--- src/rtl/ps2_key_display.sv ---
`default_nettype none
// ============================================================================
// Module      : ps2_key_display
// Description : Pops scan-code bytes from a PS/2 keyboard FIFO and decodes
//               make/break/E0 sequences. Tracks the held key, counts new
//               presses in BCD and drives hex 7-segment glyphs for the code
//               and the counter.
// Revision    : 1.0 - initial release
// ============================================================================
module ps2_key_display #(
    parameter int CNT_DIGITS       = 2,
    parameter bit SEG_ACTIVE_LOW   = 1'b1,
    parameter bit BLANK_ON_RELEASE = 1'b1
) (
    input  logic                    clk,
    input  logic                    rst,
    input  logic                    ready,
    input  logic [7:0]              data,
    input  logic                    overflow,
    output logic                    nextdata_n,
    output logic                    key_valid,
    output logic [7:0]              key_code,
    output logic                    key_ext,
    output logic [4*CNT_DIGITS-1:0] press_count,
    output logic                    ovf_sticky,
    output logic [15:0]             seg_code,
    output logic [8*CNT_DIGITS-1:0] seg_cnt
);

    localparam logic [7:0] C_BYTE_EXT   = 8'hE0;
    localparam logic [7:0] C_BYTE_BREAK = 8'hF0;
    localparam logic [7:0] C_BYTE_ERR0  = 8'h00;
    localparam logic [7:0] C_BYTE_ERR1  = 8'hFF;
    localparam logic [7:0] C_SEG_BLANK  = SEG_ACTIVE_LOW ? 8'hFF : 8'h00;

    typedef enum logic [1:0] {
        ST_IDLE = 2'd0,
        ST_POP  = 2'd1,
        ST_GAP  = 2'd2
    } state_t;

    state_t                  state_q,       state_d;
    logic [7:0]              byte_q,        byte_d;
    logic                    nextdata_n_q,  nextdata_n_d;
    logic                    key_valid_q,   key_valid_d;
    logic [7:0]              key_code_q,    key_code_d;
    logic                    key_ext_q,     key_ext_d;
    logic [4*CNT_DIGITS-1:0] press_count_q, press_count_d;
    logic                    ovf_sticky_q,  ovf_sticky_d;
    logic                    ext_pending_q, ext_pending_d;
    logic                    brk_pending_q, brk_pending_d;

    logic                    w_same_key;
    logic                    w_carry;
    logic [4*CNT_DIGITS-1:0] w_count_inc;

    // Incoming byte (with its E0 prefix state) names the key currently held
    assign w_same_key = key_valid_q &&
                        ({ext_pending_q, byte_q} == {key_ext_q, key_code_q});

    // BCD increment with ripple carry; all-nines wraps to all-zeros
    always_comb begin
        w_count_inc = press_count_q;
        w_carry     = 1'b1;
        for (int i = 0; i < CNT_DIGITS; i++) begin
            if (w_carry) begin
                if (press_count_q[4*i +: 4] == 4'd9) begin
                    w_count_inc[4*i +: 4] = 4'd0;
                end else begin
                    w_count_inc[4*i +: 4] = press_count_q[4*i +: 4] + 4'd1;
                    w_carry               = 1'b0;
                end
            end
        end
    end

    // Pop sequencer and scan-code decoder next-state logic
    always_comb begin
        state_d       = state_q;
        byte_d        = byte_q;
        nextdata_n_d  = nextdata_n_q;
        key_valid_d   = key_valid_q;
        key_code_d    = key_code_q;
        key_ext_d     = key_ext_q;
        press_count_d = press_count_q;
        ovf_sticky_d  = ovf_sticky_q | overflow;
        ext_pending_d = ext_pending_q;
        brk_pending_d = brk_pending_q;

        case (state_q)
            ST_IDLE: begin
                if (ready) begin
                    state_d      = ST_POP;
                    byte_d       = data;
                    nextdata_n_d = 1'b0;
                end
            end
            ST_POP: begin
                state_d      = ST_GAP;
                nextdata_n_d = 1'b1;
                if (byte_q == C_BYTE_EXT) begin
                    ext_pending_d = 1'b1;
                end else if (byte_q == C_BYTE_BREAK) begin
                    brk_pending_d = 1'b1;
                end else begin
                    // Any terminal byte (including error codes) ends the sequence
                    ext_pending_d = 1'b0;
                    brk_pending_d = 1'b0;
                    if ((byte_q != C_BYTE_ERR0) && (byte_q != C_BYTE_ERR1)) begin
                        if (!brk_pending_q) begin
                            // Typematic repeats of the held key are not new presses
                            if (!w_same_key) begin
                                key_code_d    = byte_q;
                                key_ext_d     = ext_pending_q;
                                key_valid_d   = 1'b1;
                                press_count_d = w_count_inc;
                            end
                        end else if (w_same_key) begin
                            key_valid_d = 1'b0;
                        end
                    end
                end
            end
            ST_GAP: begin
                state_d = ST_IDLE;
            end
            default: begin
                state_d = ST_IDLE;
            end
        endcase
    end

    // State register; reset also aborts a byte caught in the pop cycle
    always_ff @(posedge clk) begin
        if (rst) begin
            state_q       <= ST_IDLE;
            byte_q        <= 8'h00;
            nextdata_n_q  <= 1'b1;
            key_valid_q   <= 1'b0;
            key_code_q    <= 8'h00;
            key_ext_q     <= 1'b0;
            press_count_q <= '0;
            ovf_sticky_q  <= 1'b0;
            ext_pending_q <= 1'b0;
            brk_pending_q <= 1'b0;
        end else begin
            state_q       <= state_d;
            byte_q        <= byte_d;
            nextdata_n_q  <= nextdata_n_d;
            key_valid_q   <= key_valid_d;
            key_code_q    <= key_code_d;
            key_ext_q     <= key_ext_d;
            press_count_q <= press_count_d;
            ovf_sticky_q  <= ovf_sticky_d;
            ext_pending_q <= ext_pending_d;
            brk_pending_q <= brk_pending_d;
        end
    end

    // Active-high hex glyph, bit order {a,b,c,d,e,f,g,dp}, dp never lit
    function automatic logic [7:0] hex_glyph(input logic [3:0] v);
        logic [7:0] g;
        case (v)
            4'h0: g = 8'hFC;
            4'h1: g = 8'h60;
            4'h2: g = 8'hDA;
            4'h3: g = 8'hF2;
            4'h4: g = 8'h66;
            4'h5: g = 8'hB6;
            4'h6: g = 8'hBE;
            4'h7: g = 8'hE0;
            4'h8: g = 8'hFE;
            4'h9: g = 8'hF6;
            4'hA: g = 8'hEE;
            4'hB: g = 8'h3E;
            4'hC: g = 8'h9C;
            4'hD: g = 8'h7A;
            4'hE: g = 8'h9E;
            default: g = 8'h8E;
        endcase
        return SEG_ACTIVE_LOW ? ~g : g;
    endfunction

    assign nextdata_n  = nextdata_n_q;
    assign key_valid   = key_valid_q;
    assign key_code    = key_code_q;
    assign key_ext     = key_ext_q;
    assign press_count = press_count_q;
    assign ovf_sticky  = ovf_sticky_q;

    // Code display blanks on release only when configured to
    always_comb begin
        if (BLANK_ON_RELEASE && !key_valid_q) begin
            seg_code = {C_SEG_BLANK, C_SEG_BLANK};
        end else begin
            seg_code = {hex_glyph(key_code_q[7:4]), hex_glyph(key_code_q[3:0])};
        end
    end

    generate
        for (genvar gi = 0; gi < CNT_DIGITS; gi++) begin : g_cnt_digit
            assign seg_cnt[8*gi +: 8] = hex_glyph(press_count_q[4*gi +: 4]);
        end
    endgenerate

endmodule
`default_nettype wire

--- config.mk ---
export PLATFORM = sky130hd
export DESIGN_NAME = ps2_key_display
export DESIGN_NICKNAME = d
export VERILOG_FILES = /design/src/rtl/ps2_key_display.sv
export SDC_FILE = /design/constraint.sdc
export NUM_CORES = 1
export LEC_CHECK = 0
export ABC_AREA = 1
export BUFFER_PORTS_ARGS = -buffer_cell sky130_fd_sc_hd__buf_4
export CAP_MARGIN = 20
export CORE_ASPECT_RATIO = 0.6
export CORE_MARGIN = 8
export CORE_UTILIZATION = 28
export DETAILED_ROUTE_END_ITERATION = 8
export PLACE_DENSITY = 0.45
export SYNTH_ARGS = -nofsm -noshare
export SYNTH_HDL_FRONTEND = slang
export SYNTH_SLANG_ARGS = --single-unit
--- constraint.sdc ---
create_clock -name clk -period 3.65 [get_ports clk]
set_input_delay 0.1825 -clock clk [delete_from_list [all_inputs] [get_ports clk]]
set_output_delay 0.1825 -clock clk [all_outputs]
set_load 0.01 [all_outputs]
==> Yosys cells after proc, flatten, opt, wreduce, memory -nomap -nowiden <==
Memory sizes are Yosys's and may differ from the RTL's. A register that Yosys moved wholly into a read port is not among the register bits.
Cells that the tools add are included.
W data, S select, Z words.
{ "op_classes": {"addsub": 2, "n_eq_ne": 11, "mux": 24, "bitwise": 9, "n_reduce_logical": 12} }
{ "op_table": {"columns": ["cell", "n"], "rows": [
  ["$mux W4", 10],
  ["$not A8 Y8", 4],
  ["$eq A8 B8 Y1 const B", 2],
  ["$mux W16", 1],
  ["$mux W8", 2],
  ["$reduce_and A6 Y1", 2],
  ["$eq A9 B9 Y1", 1],
  ["$add A4 B1 Y4 const B", 2],
  ["$eq A4 B4 Y1 const B", 2],
  ["$mux W1", 8],
  ["$ne A8 B8 Y1 const B", 1],
  ["$reduce_and A2 Y1", 4],
  ["$reduce_bool A8 Y1", 1],
  ["$reduce_and A7 Y1", 1],
  ["$ne A2 B2 Y1 const B", 3],
  ["$not A1 Y1", 4],
  ["$pmux W2 S2", 1],
  ["$eq A2 B1 Y1 const B", 1],
  ["$logic_and A1 B1 Y1", 2],
  ["$logic_not A2 Y1", 1],
  ["$mux W2", 1],
  ["$ne A2 B1 Y1 const B", 1],
  ["$pmux W1 S2", 1],
  ["$reduce_bool A2 Y1", 1],
  ["$or A1 B1 Y1", 1]
]} }
{ "word_totals": {"regBits": 32, "romBits": 448, "output_inout_bits": 52, "wordCells": 73, "n_memories": 4} }
{ "memory_table": {"columns": ["memory", "words", "width", "rd", "rd_ports_with_merged_regs", "write_ports", "line", "rtl"], "rows": [
  ["(no name shown)", 16, 7, 1, 1, 0, "163", "case (v)"],
  ["(no name shown)", 16, 7, 1, 1, 0, "163", null],
  ["(no name shown)", 16, 7, 1, 1, 0, "163", null],
  ["(no name shown)", 16, 7, 1, 1, 0, "163", null]
]} }

==> Depth between registers and ports, before layout <==
{ "depth": {"word_depth": 6, "depth_mapped": 19, "mapped_depth_nobuf": 19} }

==> Least setup slack after synthesis <==
OpenSTA, ideal clock, no wires.
{ "synth_path": {"kind": "register -> register", "start": "reg key_code_q[4], in the netlist key_code[4]", "end": "reg (tool-made name)", "t_arrival_ns": 2.526, "required_time_ns": 3.537, "path_slack_ns": 1.011, "stages_incl_launch_ff": 16, "n_path_buf": 1, "cell_sequence": "dfxtp_1 or2_2 a221oi_1 nand4_1 ha_1 inv_1 nor2_8 nand2_4 buf_6 nor2_1 nor3_2 inv_1 ha_1 nand3b_1 nand3_1 nand2_1"} }
{ "synth_lines": {"columns": ["item", "line", "rtl"], "rows": [
  ["start, declared", "46", "logic [7:0] key_code_q, key_code_d;"],
  ["start signal, assigned", "151", "key_code_q <= key_code_d;"]
]} }

==> impl_metrics.toml <==
[layout]
fin_area_mm2 = 0.00427
nets = 580
multi_input_area_mm2 = 0.00185
insertedDiodeCount = 0
fillers = 1269
layout-drive-gt1-share_pct = 19.8
final_util_pct = 35.8
syn_to_final_growth_pct = 26.7
register_area_mm2 = 0.00120
final_cells = 711

[synth]
syn_area_mm2 = 0.00337
syn_inst = 480
ys_seq_elements = 60
synth_top_area_cell = "dfxtp_1"
synth_area_leaders = "dfxtp_1 36%, nand2_1 15%, ha_1 10%, nand3_1 7.9%, inv_1 6.9%"
synth_top_area_share_pct = 35.7
yosysWarningCount = 0
ys_seq_area_share_pct = 35.7
ys_types = 33
syn-mean-instance-area_um2 = 7.02

[job]
max_cap_viol_count = 0

[power_and_ir_drop]
p_per_area_mw_per_mm2 = 456
vdd_drop_max_v = 0.000217
p_leak_nw = 2.16

[clock_network]
ctsResizeCount = 0
clk_pin_slew_ns = 0.06
postCtsSetupRepairBufs = 0
cts_tree = "yes"
ctsRootBufferMaster = "clkbuf_16"
cts_buffers = 9
clock_latency_ns = 0.33
htree_levels = 3
hold_buffers = 0
cts_sinks = 60
clockBufferDepth = 2

[sta]
hold_viol = 0
post-route-period-util_pct = 81.2
maxSlewHeadroom_pct = 52.3
whs_ns = 0.0595
grt_setup_unrepaired = "false"
fin_tns_setup_ns = 0
slew_violations = 0
worst_slew_pin_slew_ns = 0.715
finalClockSkew_ns = 0.00873
max_freq_ghz = 0.337
period_needed_ns = 2.96
setup_viol = 0

[global_routing]
grt_pass1_vias = 3157
grt_pass1_wl_mm = 15.1
grt-ovfl-total = 0
grt_start_max_net_pins = 38
track_usage_pct = 11.9
grt_antenna_before_repair = 0

[critical_path]
setup.worst_path.end_class = "flip-flop"
path_cells = "inv_1 > or2_2 > nand3_1 > a221oi_1 > nand4_1 > ha_1 > nand3_1 > nor2_2 > nor2_1 > nor3_2 > inv_1 > ha_1 > nand3b_1 > nand3_1 > nand2_1"
crit_fanout = 13
cp_common_cell = "nand3_1"
critPathArrivalTime_ns = 3.19
crit_path_max_incr_delay_ns = 0.42
crit_type = "reg2reg"
critical_path_required_ns = 3.87
crit_buf_inv = 2
startpoint_type = "flip-flop"
cp_slowest_cell = "dfxtp_1"
crit_family = "simple AND/OR/NAND/NOR gates"

[run_status]
outcome = "complete, no violations"

[drt]
vias = 3145
first_iter_violations = 215
post_drt_wl_per_cell_um = 12.4
firstDrtPassIters = 5
routed_wirelength_mm = 8.85
viasPerCell = 4.42
detail-route-antenna-nets = 0
route.detailed.drc = 0

[placed_design]
hpwl_mm = 6.66
post_dp_cell_area_mm2 = 0.00396
numPortBuffers = 59
placed_cells = 695
gp_congestion = 0.801

[floorplanning]
fp.coreArea_mm2 = 0.0119
start_util_pct = 28.3
rows = 31
die_area_mm2 = 0.0159
die_width_um = 158
fp.dieH_um = 101
io_pins = 64

[hold_path]
hold_path.class = "in2reg"
tightest hold or removal path, cell delays in order:
cell and delay (ns):
buf_4 0.08, nor2_1 0.03, nor2_1 0.06
per-layer routing:
layer | global-route usage (%) | wire length (um)
met1 | 15.6 | 4480
met3 | 3.68 | 521
met4 | 4.80 | 171
met5 | 0 | 0
met2 | 17.7 | 3670
report_power, final:
part,leakage [nW],switching (mW),total (mW),internal [mW]
sequential,0.493,0.0347,0.750,0.715
combinational,1.52,0.195,0.326,0.131
clock,0.149,0.306,0.869,0.563
cells in the final DEF (no fill, tap or decap), types with 4 or more instances in the layout:
cell         n
nand3_1     53
nand2_2      5
nand2_1    138
inv_1       62
buf_4       60
inv_2        5
o21ai_0     18
clkbuf_16    9
a21oi_1     17
nor2_1      33
dfxtp_1     60
nand3b_1     6
ha_1        27
conb_1       4
nor3_1       4
or2_2        4
o21ai_1      4
nand4_1      4
nand2_4      4
nor2_2       5
final cells by class:
| class | instances | share of cell area (%) |
|---|---|---|
| multi-input combinational | 342 | 43.3 |
| inverter | 68 | 6.04 |
| timing repair buffer | 60 | 10.6 |
| clock buffer | 12 | 6.01 |
| clock inverter | 4 | 1.11 |
| sequential | 60 | 28.1 |
| tap | 165 | 4.84 |
worst paths after layout:
check / start / end / slack [ns] / depth (start not counted)
worst min register to register: brk_pending_q$_SDFFE_PP0P_ / key_valid$_SDFFE_PP0P_ / 0.45 / 1
worst max register to register: byte_q[7]$_SDFFE_PP0P_ / flip-flop / 0.69 / 15
worst min-delay path: overflow / ovf_sticky$_SDFF_PP0_ / 0.06 / 3
worst max-delay path: byte_q[7]$_SDFFE_PP0P_ / flip-flop / 0.69 / 15
synthesized netlist by cell type:
cell / instances
nor2_1: 33
a21oi_1: 17
nand2_2: 5
nand4_1: 4
dfxtp_1: 60
o21ai_0: 18
nor3_1: 4
nor2_2: 5
inv_4: 1
buf_6: 1
o211ai_1: 1
nand3_2: 2
buf_1: 2
nand2_1: 138
a221oi_1: 2
or2_2: 4
o21ai_1: 4
nand2_4: 4
xnor2_1: 1
o21ai_4: 3
buf_4: 4
clkbuf_1: 5
buf_2: 1
ha_1: 27
o22ai_1: 3
nand3_1: 53
nor2_8: 1
nor3_2: 2
o21ai_2: 1
conb_1: 1
nand3b_1: 6
inv_1: 62
inv_2: 5
cells by family (layout without fill, tap and decap cells):
| logic type | count (synthesis) | after routing | synth area share [%] |
|---|---|---|---|
| compound gates | 49 | 49 | 8.80 |
| flops | 60 | 60 | 35.7 |
| simple gates | 261 | 261 | 35.3 |
| buf+inv | 81 | 144 | 9.81 |
| fa+ha+maj | 27 | 27 | 10.0 |
| other cells | 1 | 4 | 0.111 |
| xor+xnor | 1 | 1 | 0.260 |
through the flow:
step	worst slack, ns	power (mW)
2_1_floorplan	1.01	0.975
3_3_place_gp	0.805	1.09
3_5_place_dp	0.686	1.09
4_1_cts	0.684	1.98
5_1_grt	0.387	2.05
6_report	0.686	1.95
No activity file was read; power rests on OpenSTA's default activity.
